**src/rtl/spi_io_pkg.sv**
```systemverilog
// rtl/spi_io_pkg.sv - shared defaults and sequencer state encoding for spi_io_master
package spi_io_pkg;

  localparam int DEF_DATA_WIDTH = 8;
  localparam int DEF_ADDR_WIDTH = 4;
  localparam int DEF_CLK_DIV    = 2;

  typedef enum logic [2:0] {
    IDLE,
    START,
    SHIFT,
    NEXT,
    STOP,
    DONE
  } state_t;

endpackage

```
**src/rtl/spi_byte_shifter.sv**
```systemverilog
// rtl/spi_byte_shifter.sv - single-byte SPI mode-0 shift engine with lead-in delay and clock divider
module spi_byte_shifter
  import spi_io_pkg::*;
#(
  parameter int DATA_WIDTH = DEF_DATA_WIDTH,
  parameter int CLK_DIV    = DEF_CLK_DIV
) (
  input  logic                  clk,
  input  logic                  rst_n,
  input  logic                  load,
  input  logic [DATA_WIDTH-1:0] load_data,
  input  logic                  sample_in,
  output logic                  sclk,
  output logic                  mosi,
  output logic [DATA_WIDTH-1:0] rx_data,
  output logic                  lead_done,
  output logic                  done
);

  localparam int DIV_W = (CLK_DIV > 1) ? $clog2(CLK_DIV) : 1;
  localparam int BIT_W = $clog2(DATA_WIDTH + 1);

  logic                  running;
  logic                  lead;
  logic [DIV_W-1:0]      div_cnt;
  logic [BIT_W-1:0]      bit_cnt;
  logic [DATA_WIDTH-1:0] shreg;
  logic                  tick;
  logic                  rise;
  logic                  fall;

  // One divider serves both the lead-in half period and every sclk half period.
  assign tick      = running && (div_cnt == DIV_W'(CLK_DIV - 1));
  assign lead_done = tick && lead;
  assign rise      = tick && !lead && !sclk;
  assign fall      = tick && !lead && sclk;
  assign done      = fall && (bit_cnt == BIT_W'(DATA_WIDTH));
  assign rx_data   = shreg;

  always_ff @(posedge clk or negedge rst_n) begin
    if (!rst_n) begin
      running <= 1'b0;
      lead    <= 1'b0;
      div_cnt <= '0;
      bit_cnt <= '0;
      shreg   <= '0;
      sclk    <= 1'b0;
      mosi    <= 1'b0;
    end else if (load) begin
      running <= 1'b1;
      lead    <= 1'b1;
      div_cnt <= '0;
      bit_cnt <= '0;
      shreg   <= load_data;
      sclk    <= 1'b0;
      mosi    <= load_data[DATA_WIDTH-1];
    end else if (running) begin
      div_cnt <= tick ? '0 : div_cnt + 1'b1;
      if (lead_done) lead <= 1'b0;
      if (rise) begin
        sclk    <= 1'b1;
        shreg   <= {shreg[DATA_WIDTH-2:0], sample_in};
        bit_cnt <= bit_cnt + 1'b1;
      end
      // After the last falling edge mosi keeps the final bit rather than
      // presenting a received bit.
      if (fall) begin
        sclk <= 1'b0;
        if (done) running <= 1'b0;
        else      mosi    <= shreg[DATA_WIDTH-1];
      end
    end
  end

endmodule

```
**src/rtl/spi_io_master.sv**
```systemverilog
// rtl/spi_io_master.sv - buffered byte SPI master; SPI_LOOPBACK_EN feeds mosi back into the receiver
module spi_io_master
  import spi_io_pkg::*;
#(
  parameter int DATA_WIDTH = DEF_DATA_WIDTH,
  parameter int ADDR_WIDTH = DEF_ADDR_WIDTH,
  parameter int CLK_DIV    = DEF_CLK_DIV
) (
  input  logic                  sysClk,
  input  logic                  reset,
  input  logic                  send,
  output logic                  io_complete,
  input  logic [ADDR_WIDTH-1:0] tx_addr,
  input  logic [DATA_WIDTH-1:0] tx_byte,
  input  logic                  tx_wr,
  input  logic [ADDR_WIDTH-1:0] rx_addr,
  output logic [DATA_WIDTH-1:0] rx_byte,
  input  logic                  rx_rd,
  output logic                  spiClk,
  output logic                  mosi,
  input  logic                  miso,
  output logic                  cs
);

  localparam int DEPTH = 2 ** ADDR_WIDTH;
  localparam int LEN_W = ADDR_WIDTH + 1;
  localparam int DIV_W = (CLK_DIV > 1) ? $clog2(CLK_DIV) : 1;

  logic [DATA_WIDTH-1:0] txbuf [DEPTH];
  logic [DATA_WIDTH-1:0] rxbuf [DEPTH];

  state_t                state;
  state_t                next_state;
  logic [LEN_W-1:0]      length;
  logic [LEN_W-1:0]      wr_len;
  logic [LEN_W-1:0]      index_inc;
  logic [ADDR_WIDTH-1:0] index;
  logic [DIV_W-1:0]      stop_cnt;
  logic                  armed;
  logic                  start_ok;
  logic                  wr_en;
  logic                  load;
  logic [DATA_WIDTH-1:0] load_data;
  logic [DATA_WIDTH-1:0] rx_data;
  logic                  lead_done;
  logic                  shift_done;
  logic                  sample_in;

`ifdef SPI_LOOPBACK_EN
  logic unused_miso;
  assign sample_in   = mosi;
  assign unused_miso = miso;
`else
  assign sample_in = miso;
`endif

  assign wr_en     = !tx_wr && (state == IDLE);
  assign wr_len    = {1'b0, tx_addr} + 1'b1;
  assign index_inc = {1'b0, index} + 1'b1;
  // A write in the same cycle as send defers the start so the new length is used.
  assign start_ok  = !send && armed && tx_wr;

  always_comb begin
    next_state = state;
    load       = 1'b0;
    load_data  = txbuf[index_inc[ADDR_WIDTH-1:0]];
    case (state)
      IDLE: begin
        load_data = txbuf[0];
        if (start_ok) begin
          if (length != '0) begin
            next_state = START;
            load       = 1'b1;
          end else begin
            next_state = DONE;
          end
        end
      end
      START: if (lead_done) next_state = SHIFT;
      SHIFT: if (shift_done) next_state = NEXT;
      NEXT: begin
        if (index_inc < length) begin
          next_state = START;
          load       = 1'b1;
        end else begin
          next_state = STOP;
        end
      end
      STOP: if (stop_cnt == DIV_W'(CLK_DIV - 1)) next_state = DONE;
      DONE: if (send) next_state = IDLE;
      default: next_state = IDLE;
    endcase
  end

  always_ff @(posedge sysClk or negedge reset) begin
    if (!reset) begin
      state       <= IDLE;
      cs          <= 1'b1;
      io_complete <= 1'b0;
      length      <= '0;
      index       <= '0;
      stop_cnt    <= '0;
      armed       <= 1'b0;
    end else begin
      state       <= next_state;
      cs          <= (next_state == IDLE) || (next_state == DONE);
      io_complete <= (next_state == DONE);
      stop_cnt    <= (state == STOP) ? stop_cnt + 1'b1 : '0;
      if (state == IDLE && next_state == START) index <= '0;
      else if (state == NEXT && next_state == START) index <= index_inc[ADDR_WIDTH-1:0];
      if (send) armed <= 1'b1;
      else if (state == IDLE && next_state != IDLE) armed <= 1'b0;
      if (next_state == DONE && state != DONE) length <= '0;
      else if (wr_en && wr_len > length) length <= wr_len;
    end
  end

  always_ff @(posedge sysClk) begin
    if (wr_en) txbuf[tx_addr] <= tx_byte;
    if (state == NEXT) rxbuf[index] <= rx_data;
  end

  always_ff @(posedge sysClk or negedge reset) begin
    if (!reset) rx_byte <= '0;
    else if (!rx_rd) rx_byte <= rxbuf[rx_addr];
  end

  spi_byte_shifter #(
    .DATA_WIDTH(DATA_WIDTH),
    .CLK_DIV   (CLK_DIV)
  ) u_shifter (
    .clk      (sysClk),
    .rst_n    (reset),
    .load     (load),
    .load_data(load_data),
    .sample_in(sample_in),
    .sclk     (spiClk),
    .mosi     (mosi),
    .rx_data  (rx_data),
    .lead_done(lead_done),
    .done     (shift_done)
  );

endmodule

```
**config.mk**
```make
export PLATFORM = sky130hd
export DESIGN_NAME = spi_io_master
export DESIGN_NICKNAME = d
export VERILOG_FILES = /design/src/rtl/spi_io_pkg.sv /design/src/rtl/spi_byte_shifter.sv /design/src/rtl/spi_io_master.sv
export SDC_FILE = /design/constraint.sdc
export NUM_CORES = 1
export LEC_CHECK = 0
export ABC_CLOCK_PERIOD_IN_PS = 3700
export BUFFER_PORTS_ARGS = -buffer_cell sky130_fd_sc_hd__buf_2
export CAP_MARGIN = 0
export CORE_ASPECT_RATIO = 0.9
export CORE_MARGIN = 4
export CORE_UTILIZATION = 62
export DETAILED_ROUTE_END_ITERATION = 10
export PLACE_DENSITY = 0.79
export SYNTH_ARGS = -nofsm -noshare
export SYNTH_HDL_FRONTEND = slang
export SYNTH_HIERARCHICAL = 1
export SYNTH_SLANG_ARGS = --single-unit
```
**constraint.sdc**
```tcl
create_clock -name sysClk -period 3.7 [get_ports sysClk]
set_clock_uncertainty 0.15 [all_clocks]
set_input_delay 0.37 -clock sysClk [delete_from_list [all_inputs] [get_ports sysClk]]
set_output_delay 0.37 -clock sysClk [all_outputs]
set_load 0.005 [all_outputs]
```
== Yosys cells after proc, flatten, opt, wreduce, memory -nomap -nowiden ==
Memories as Yosys holds them, arrays and structs flattened. A register that Yosys moved wholly into a read port is not among the register bits.
Cells that the tools add are included.

* Bits in registers: 33
* Bits in writable memories: 256
* Input bits: 22
* Output and inout bits: 12
* Word-level logic and storage cells: 118
* Memories kept: 2

{| class="wikitable"
|+ Memories
! memory !! words !! bits a word !! read ports !! clocked after memory_dff !! write ports !! line !! source
|-
| rxbuf || 16 || 8 || 1 || 1 || 1 || spi_io_master.sv:30 || <nowiki>logic [DATA_WIDTH-1:0] rxbuf [DEPTH];</nowiki>
|-
| txbuf || 16 || 8 || 2 || 0 || 1 || spi_io_master.sv:29 || <nowiki>logic [DATA_WIDTH-1:0] txbuf [DEPTH];</nowiki>
|}

* $add $sub $neg: 5
* Order comparisons: 2
* Equal/unequal tests: 10
* Multiplexer cells: 48
* Reduce and logical (&&, ||, !) cells: 37

{| class="wikitable"
|+ Operators by type and width
! kind !! count
|-
| 8-bit two-way mux || 4
|-
| 1-bit two-way mux || 28
|-
| 3-bit two-way mux || 7
|-
| 4-bit two-way mux || 5
|-
| 3-bit case mux with 6 select lines || 1
|-
| 1-bit logical AND || 14
|-
| 2-bit nonzero test || 7
|-
| 4-bit by 1-bit adder with 5-bit output (second input constant) || 2
|-
| 5-bit two-way mux || 2
|-
| 3-bit equality test (second input constant) || 3
|-
| 3-bit by 1-bit equality test with 1-bit output (second input constant) || 2
|-
| 3-bit by 2-bit equality test with 1-bit output (second input constant) || 2
|-
| 1-bit logical NOT || 6
|-
| 3-bit logical NOT || 2
|-
| 2-bit AND reduction || 3
|-
| 3-bit nonzero test || 2
|-
| 5-bit > comparator || 1
|-
| 5-bit less-than comparator || 1
|-
| 5-bit nonzero test || 1
|-
| 4-bit by 1-bit adder with 4-bit output (second input constant) || 1
|-
| 4-bit equality test (second input constant) || 1
|-
| 3-bit inequality test (second input constant) || 1
|-
| 3-bit AND reduction || 1
|-
| 1-bit adder (second input constant) || 2
|-
| 3 further kinds || 3
|}

== Longest topological paths before layout ==
* Word-level depth: 10
* Gate-level depth with buffers: 13
* Mapped depth without buffers: 11

== Cells and area by module ==
The synthesis kept the hierarchy.

{| class="wikitable"
|+ Modules (own cells, without submodules)
! module !! times used !! cells an instance !! area each (um^2) !! seq. area each (um^2)
|-
| spi_io_master || 1 || 605 || 11392.2 || 8289.2
|-
| spi_byte_shifter || 1 || 86 || 833.3 || 425.4
|}

== Least setup slack after synthesis ==
No wires, ideal clock.

* Kind: register to register
* Start: reg index[0]
* End: reg u_shifter.mosi
* Library setup time: 0.127 ns
* Arrival time: 2.988 ns
* Required time: 3.423 ns
* Slack: 0.435 ns
* Cell stages (with the launch flop): 14
* Buffers on the path: 5
* Clock period less this slack: 3.265 ns
* Path through: dfrtp_1 buf_2 buf_2 buf_4 inv_1 ha_1 clkbuf_1 clkbuf_1 mux4_2 mux2_2 o22ai_1 a21oi_1 nor2_1 nor3_1

* Elaborated cells on any way between the ends: 11
* Those cells by class: 1 x add/sub; 1 x order compare; 1 x eq/ne; 4 x mux; 3 x reduce/logical; 1 x memory

{| class="wikitable"
|+ RTL lines
! item !! line !! source
|-
| start: declaration || spi_io_master.sv:37 || <nowiki>logic [ADDR_WIDTH-1:0] index;</nowiki>
|-
| start signal: assignment || spi_io_master.sv:110 || <nowiki>else if (state == NEXT && next_state == START) index <= index_inc[ADDR_WIDTH-1:0];</nowiki>
|-
| 4-bit by 1-bit adder with 5-bit output || spi_io_master.sv:59 || <nowiki>assign index_inc = {1'b0, index} + 1'b1;</nowiki>
|-
| memory read 16 x 8 bit || n/a ||
|-
| 8-bit two-way mux || spi_io_master.sv:67 || <nowiki>case (state)</nowiki>
|-
| named net load_data[7] || spi_io_master.sv:43 || <nowiki>logic [DATA_WIDTH-1:0] load_data;</nowiki>
|-
| 1-bit two-way mux || spi_byte_shifter.sv:49 || <nowiki>end else if (load) begin</nowiki>
|-
| end signal: assignment || spi_byte_shifter.sv:56 || <nowiki>mosi <= load_data[DATA_WIDTH-1];</nowiki>
|-
| end signal: assignment || spi_byte_shifter.sv:70 || <nowiki>else mosi <= shreg[DATA_WIDTH-1];</nowiki>
|-
| end: declaration || spi_byte_shifter.sv:14 || <nowiki>output logic mosi,</nowiki>
|}

The timed path passes the listed nets, and every way through them passes these cells.
A chain may end at the register's enable or synchronous reset.

== Worst setup path in the final report ==
* Start: reg index[0]
* End: reg u_shifter.mosi

* Longest elaborated chain between the ends: 6
* Elaborated cells on any way between the ends: 11
* Those cells by class: 1 x add/sub; 1 x order compare; 1 x eq/ne; 4 x mux; 3 x reduce/logical; 1 x memory

{| class="wikitable"
|+ Ends and longest elaborated chain
! item !! line !! source
|-
| 4-bit by 1-bit adder with 5-bit output (*) || spi_io_master.sv:59 ||
|-
| 5-bit less-than comparator (*) || spi_io_master.sv:82 || <nowiki>if (index_inc < length) begin</nowiki>
|-
| 1-bit two-way mux (*) || spi_io_master.sv:82 ||
|-
| 1-bit case mux with 2 select lines (*) || spi_io_master.sv:67 ||
|-
| named net load || spi_io_master.sv:42 || <nowiki>logic load;</nowiki>
|-
| 2-bit inequality test (no line) / 2-bit nonzero test (equally long branches) || n/a ||
|-
| 3-bit AND reduction (no line) || n/a ||
|}

The timed path passes the listed nets; every way through them passes the cells marked *.

==> impl_summary.md <==
Finish
The filler cell count is 1,145. The final antenna diode count is 0. The synthesis-to-finish area growth is 11.05%.

The finished cells cover 13,580 sq um. The fraction of final layout cells sized beyond drive strength 1 is 23.75%. The final layout contains 784 nets. The final non-filler cell total is 1,012.

Placed design
The routability congestion estimate from global placement is 0.8034. Once placement completed, the tool counted placed cells totaling 961. The number of input and output port buffers inserted is 33.

At the placement stage, the worst setup path has a slack of 691.4 ps. The HPWL after detailed placement is 15.65 mm. After detailed placement, the total cell area comes to 12,690 sq um.

Pwr
The fraction of power consumed by sequential logic is 48.8%. The clock network is responsible for 29.6% of the overall power. The static power due to leakage is 4.624 nW. For this design the ratio of total power to cell area is 674.1 nW/um^2.

The total net switching power is 2.670 mW. In this run switching power makes up 29.17% of total power. Internal power comes to 6.482 mW. The logic gate share of total power is 21.6%. The highest ir drop seen on vdd is 0.0005126 V.

STA
On the final layout, the worst hold slack is 78.31 ps. The setup-violating endpoint count in the final report is 0. The ratio of final minimum period to clock period is 83.06%.

At the pin with the least slew margin, the transition time is 958.1 ps. The maximum achievable frequency is 0.3254 GHz. The worst path needs 3073 ps of the cycle, external delays included. The total count of hold-check failures in the final report is 0.

The final-report max-slew violation count is 0. Across all setup checks in the final design, the least slack found is 626.6 ps. The final total negative setup slack is 0 ps. Setup repair after global routing left no endpoint under its margin. The worst max-slew margin expressed relative to the limit is 36.13%.

Drt
Once detail routing completed, the nets flagged for antenna violations numbered 0. The DRC violation total after the first TritonRoute iteration is 722. The final wirelength is 24.19 mm. The first detailed-routing pass took 5 iterations.

The routed layout has 6,512 vias. The detailed-route wire length per cell is 23.90 um. After detailed routing, the number of remaining DRC violations is 0.

After detailed routing, the number of vias per cell comes to 6.435.

Yosys
After synthesis the netlist holds a flip-flop and latch count of 297. The average size of a mapped cell is 17.69 sq um. The most instantiated flip-flop cell in the synthesis netlist is edfxtp_1.

Counting every instance in the synthesized netlist gives 691. The synthesized netlist contains 58 unique library cells. The part of the Yosys area used for sequential elements is 71.28%. The Yosys step of the flow raised 6 warnings. In the synthesized netlist the async set-or-reset flop fraction comes to 13.80%.

The synthesized design spends more area on one cell type than any other, namely edfxtp_1. By area the synthesized netlist is led by edfxtp_1, mux4_2, dfrtp_1. In this run the biggest area consumer among cell types represents 62.88% of the synthesized area.

The number of enable flip-flop cells after synthesis is 256. The number of nets in the synthesized netlist is 732. The cell area after synthesis is 12,230 sq um.

Global route
The first global-routing pass estimated 38.80 mm of wire. The initial antenna violation count came to 0. The overall global routing resource usage is 23.04%. The remaining global-route overflow is 0.

The number of global-route vias before repair is 6,621. Entering global routing, the biggest net connects 42 pins.

Clock tree
The CTS tree is built. Post-CTS repair changed the size of 0 cells. After clock tree synthesis, the setup repair step added 0 buffers. The clock tree root driver cell is clkbuf_16.

The clock passes through at most 3 buffers. After clock tree synthesis, the clock-pin slew on the worst setup and hold paths is 60 ps. The clock reaches the later pin of the worst-skew pair after 530 ps. The CTS H-tree depth is 1. The clock drives 297 sinks. The CTS buffer count is 28.

Critical path
The setup check on the worst reg-to-reg path leaves a slack of 630 ps. The startpoint identified for the worst register-to-register timing path is index[0]. The endpoint identified for the worst register-to-register timing path is u_shifter/mosi. The largest single stage delay on the critical path is 440 ps.

At the worst endpoint, the arrival time is 3320 ps. For the worst flop-to-flop path, the logic depth is 11. The start-to-end type of the worst setup path is register to register.

The maximum fanout encountered on the critical timing path is 27. The type of origin of the critical path is a register. The worst setup path is captured at a register.

The slowest stage of the critical path belongs to the cell dfrtp_2. Walking the worst path, the cells encountered are ha_1 -> xnor2_1 -> inv_1 -> ha_1 -> a21oi_1 -> o21ai_0 -> a31o_2 -> o21ai_4 -> inv_1 -> nor2_1 -> nor3_1. The required time of the critical path is 3950 ps.

Status
The run finished with clean final reports.

Die
The floorplan step defined a die boundary enclosing 22,030 sq um. The region available for standard cell placement spans 19,280 sq um. For this design the top-level I/O count stands at 34.

The width of the die is 156.0 um. The initial utilization of the core area, before any placement, comes to 63.42%. The y dimension of the die is 141.2 um. In this run the core area contains 48 standard-cell rows.

Worst hold path
The path with the worst hold slack has its endpoint at rx_byte[3]. The origin of the worst min-delay path is rx_addr[2]. The worst hold path passes through 3 cells.

The kind of path behind the tightest hold check is input pin to register.

Run
The tool flagged a number of max-cap violations equal to 0.
## layer usage
metal  track usage (%)  vias up  part of all wire [%]
met5                 0        -                     0
met4             6.034        0                   2.3
met3             3.161       45                   7.8
met2             36.11      300                    49
met1             35.03     3346                    41
li1                  -     2821                     -
## critical path: cells and delay by family, from the launching register on
family,cells,cell delay (ps)
AO/OA/AOI/OAI,4,920
XOR/XNOR,1,290
adder cells (fa/ha/maj),2,560
buffers and inverters,2,310
flip-flops,1,440
AND/OR/NAND/NOR,2,280
## cells by family (layout without fill, tap and decap cells)
logic type,Yosys count,count (layout),synth area share (%)
multiplexers,100,100,14.86
AND/OR/NAND/NOR,148,148,5.629
flip-flops,297,297,71.28
adder cells (fa/ha/maj),19,19,1.945
XOR/XNOR,5,5,0.4197
buffers and inverters,49,120,1.822
AO/OA/AOI/OAI,73,73,4.043
## cell usage after synthesis, types with 11 or more instances
master and instances:
edfxtp_1 256, mux4_2 64, nor2_1 55, nand2_1 47, dfrtp_1 40, mux2i_1 24, a21oi_1 23, ha_1 19
clkbuf_1 17, inv_1 15, o21ai_0 12, o22ai_1 12, mux2_2 11, nor3_1 11
## cells in the final DEF, fill, tap and decap left out, types with 15 or more instances in the layout
master,count
dfrtp_1,39
buf_2,33
inv_1,15
ha_1,19
buf_4,19
clkbuf_16,29
nand2_1,47
edfxtp_1,256
mux4_2,64
mux2i_1,24
a21oi_1,23
nor2_1,55
## per-stage QoR
step                      power (mW)  utilization (%)
after floorplan                6.070                -
after global placement         6.383            65.82
after detailed placement       6.486            65.82
after CTS                      9.172            70.42
after global routing           9.585            70.42
final                          9.152            70.42
## power by group through the flow
| stage | clock network, mW | registers [mW] | logic, mW |
|---|---|---|---|
| detailed placement | 0 | 4.53 | 1.96 |
| floorplan | 0 | 4.34 | 1.73 |
| global placement | 0 | 4.49 | 1.89 |
| CTS | 2.74 | 4.46 | 1.98 |
| global route | 2.91 | 4.51 | 2.16 |
| finish | 2.71 | 4.46 | 1.98 |
## state kept, by name (all words and copies together), names as in the netlist
name               cells
u_shifter/lead         1
u_shifter/bit_cnt      4
u_shifter/div_cnt      1
u_shifter/running      1
state                  3
u_shifter/rx_data      8
index                  4
io_complete            1
stop_cnt               1
rx_byte                8
length                 5
cs                     1
u_shifter/mosi         1
txbuf                128
armed                  1
rxbuf                128
u_shifter/sclk         1
## how the worst max path moves through the flow
stage,start,end,cells after the start
after detailed placement,index[0],u_shifter/mosi,11
after global placement,state[0],u_shifter/mosi,6
final,index[0],u_shifter/mosi,11
after global routing,index[0],u_shifter/mosi,11
after CTS,index[0],u_shifter/mosi,11
after floorplan,index[0],u_shifter/mosi,13
## cell type report
class	instances	area, sq um	area share, %
clock inverter	16	127.6	0.9400
clock buffer	33	740.7	5.456
inverter	17	63.81	0.4700
sequential	297	8716	64.20
multi-input combinational	345	3288	24.22
tap	250	312.8	2.304
timing repair buffer	54	327.8	2.415
## timing repair
item,4_1_cts,5_1_grt
hold buffers,2,0
hold endpoints to repair,41,0
endpoints found under the setup margin,0,0
Power figures use the tool's default switching activity.
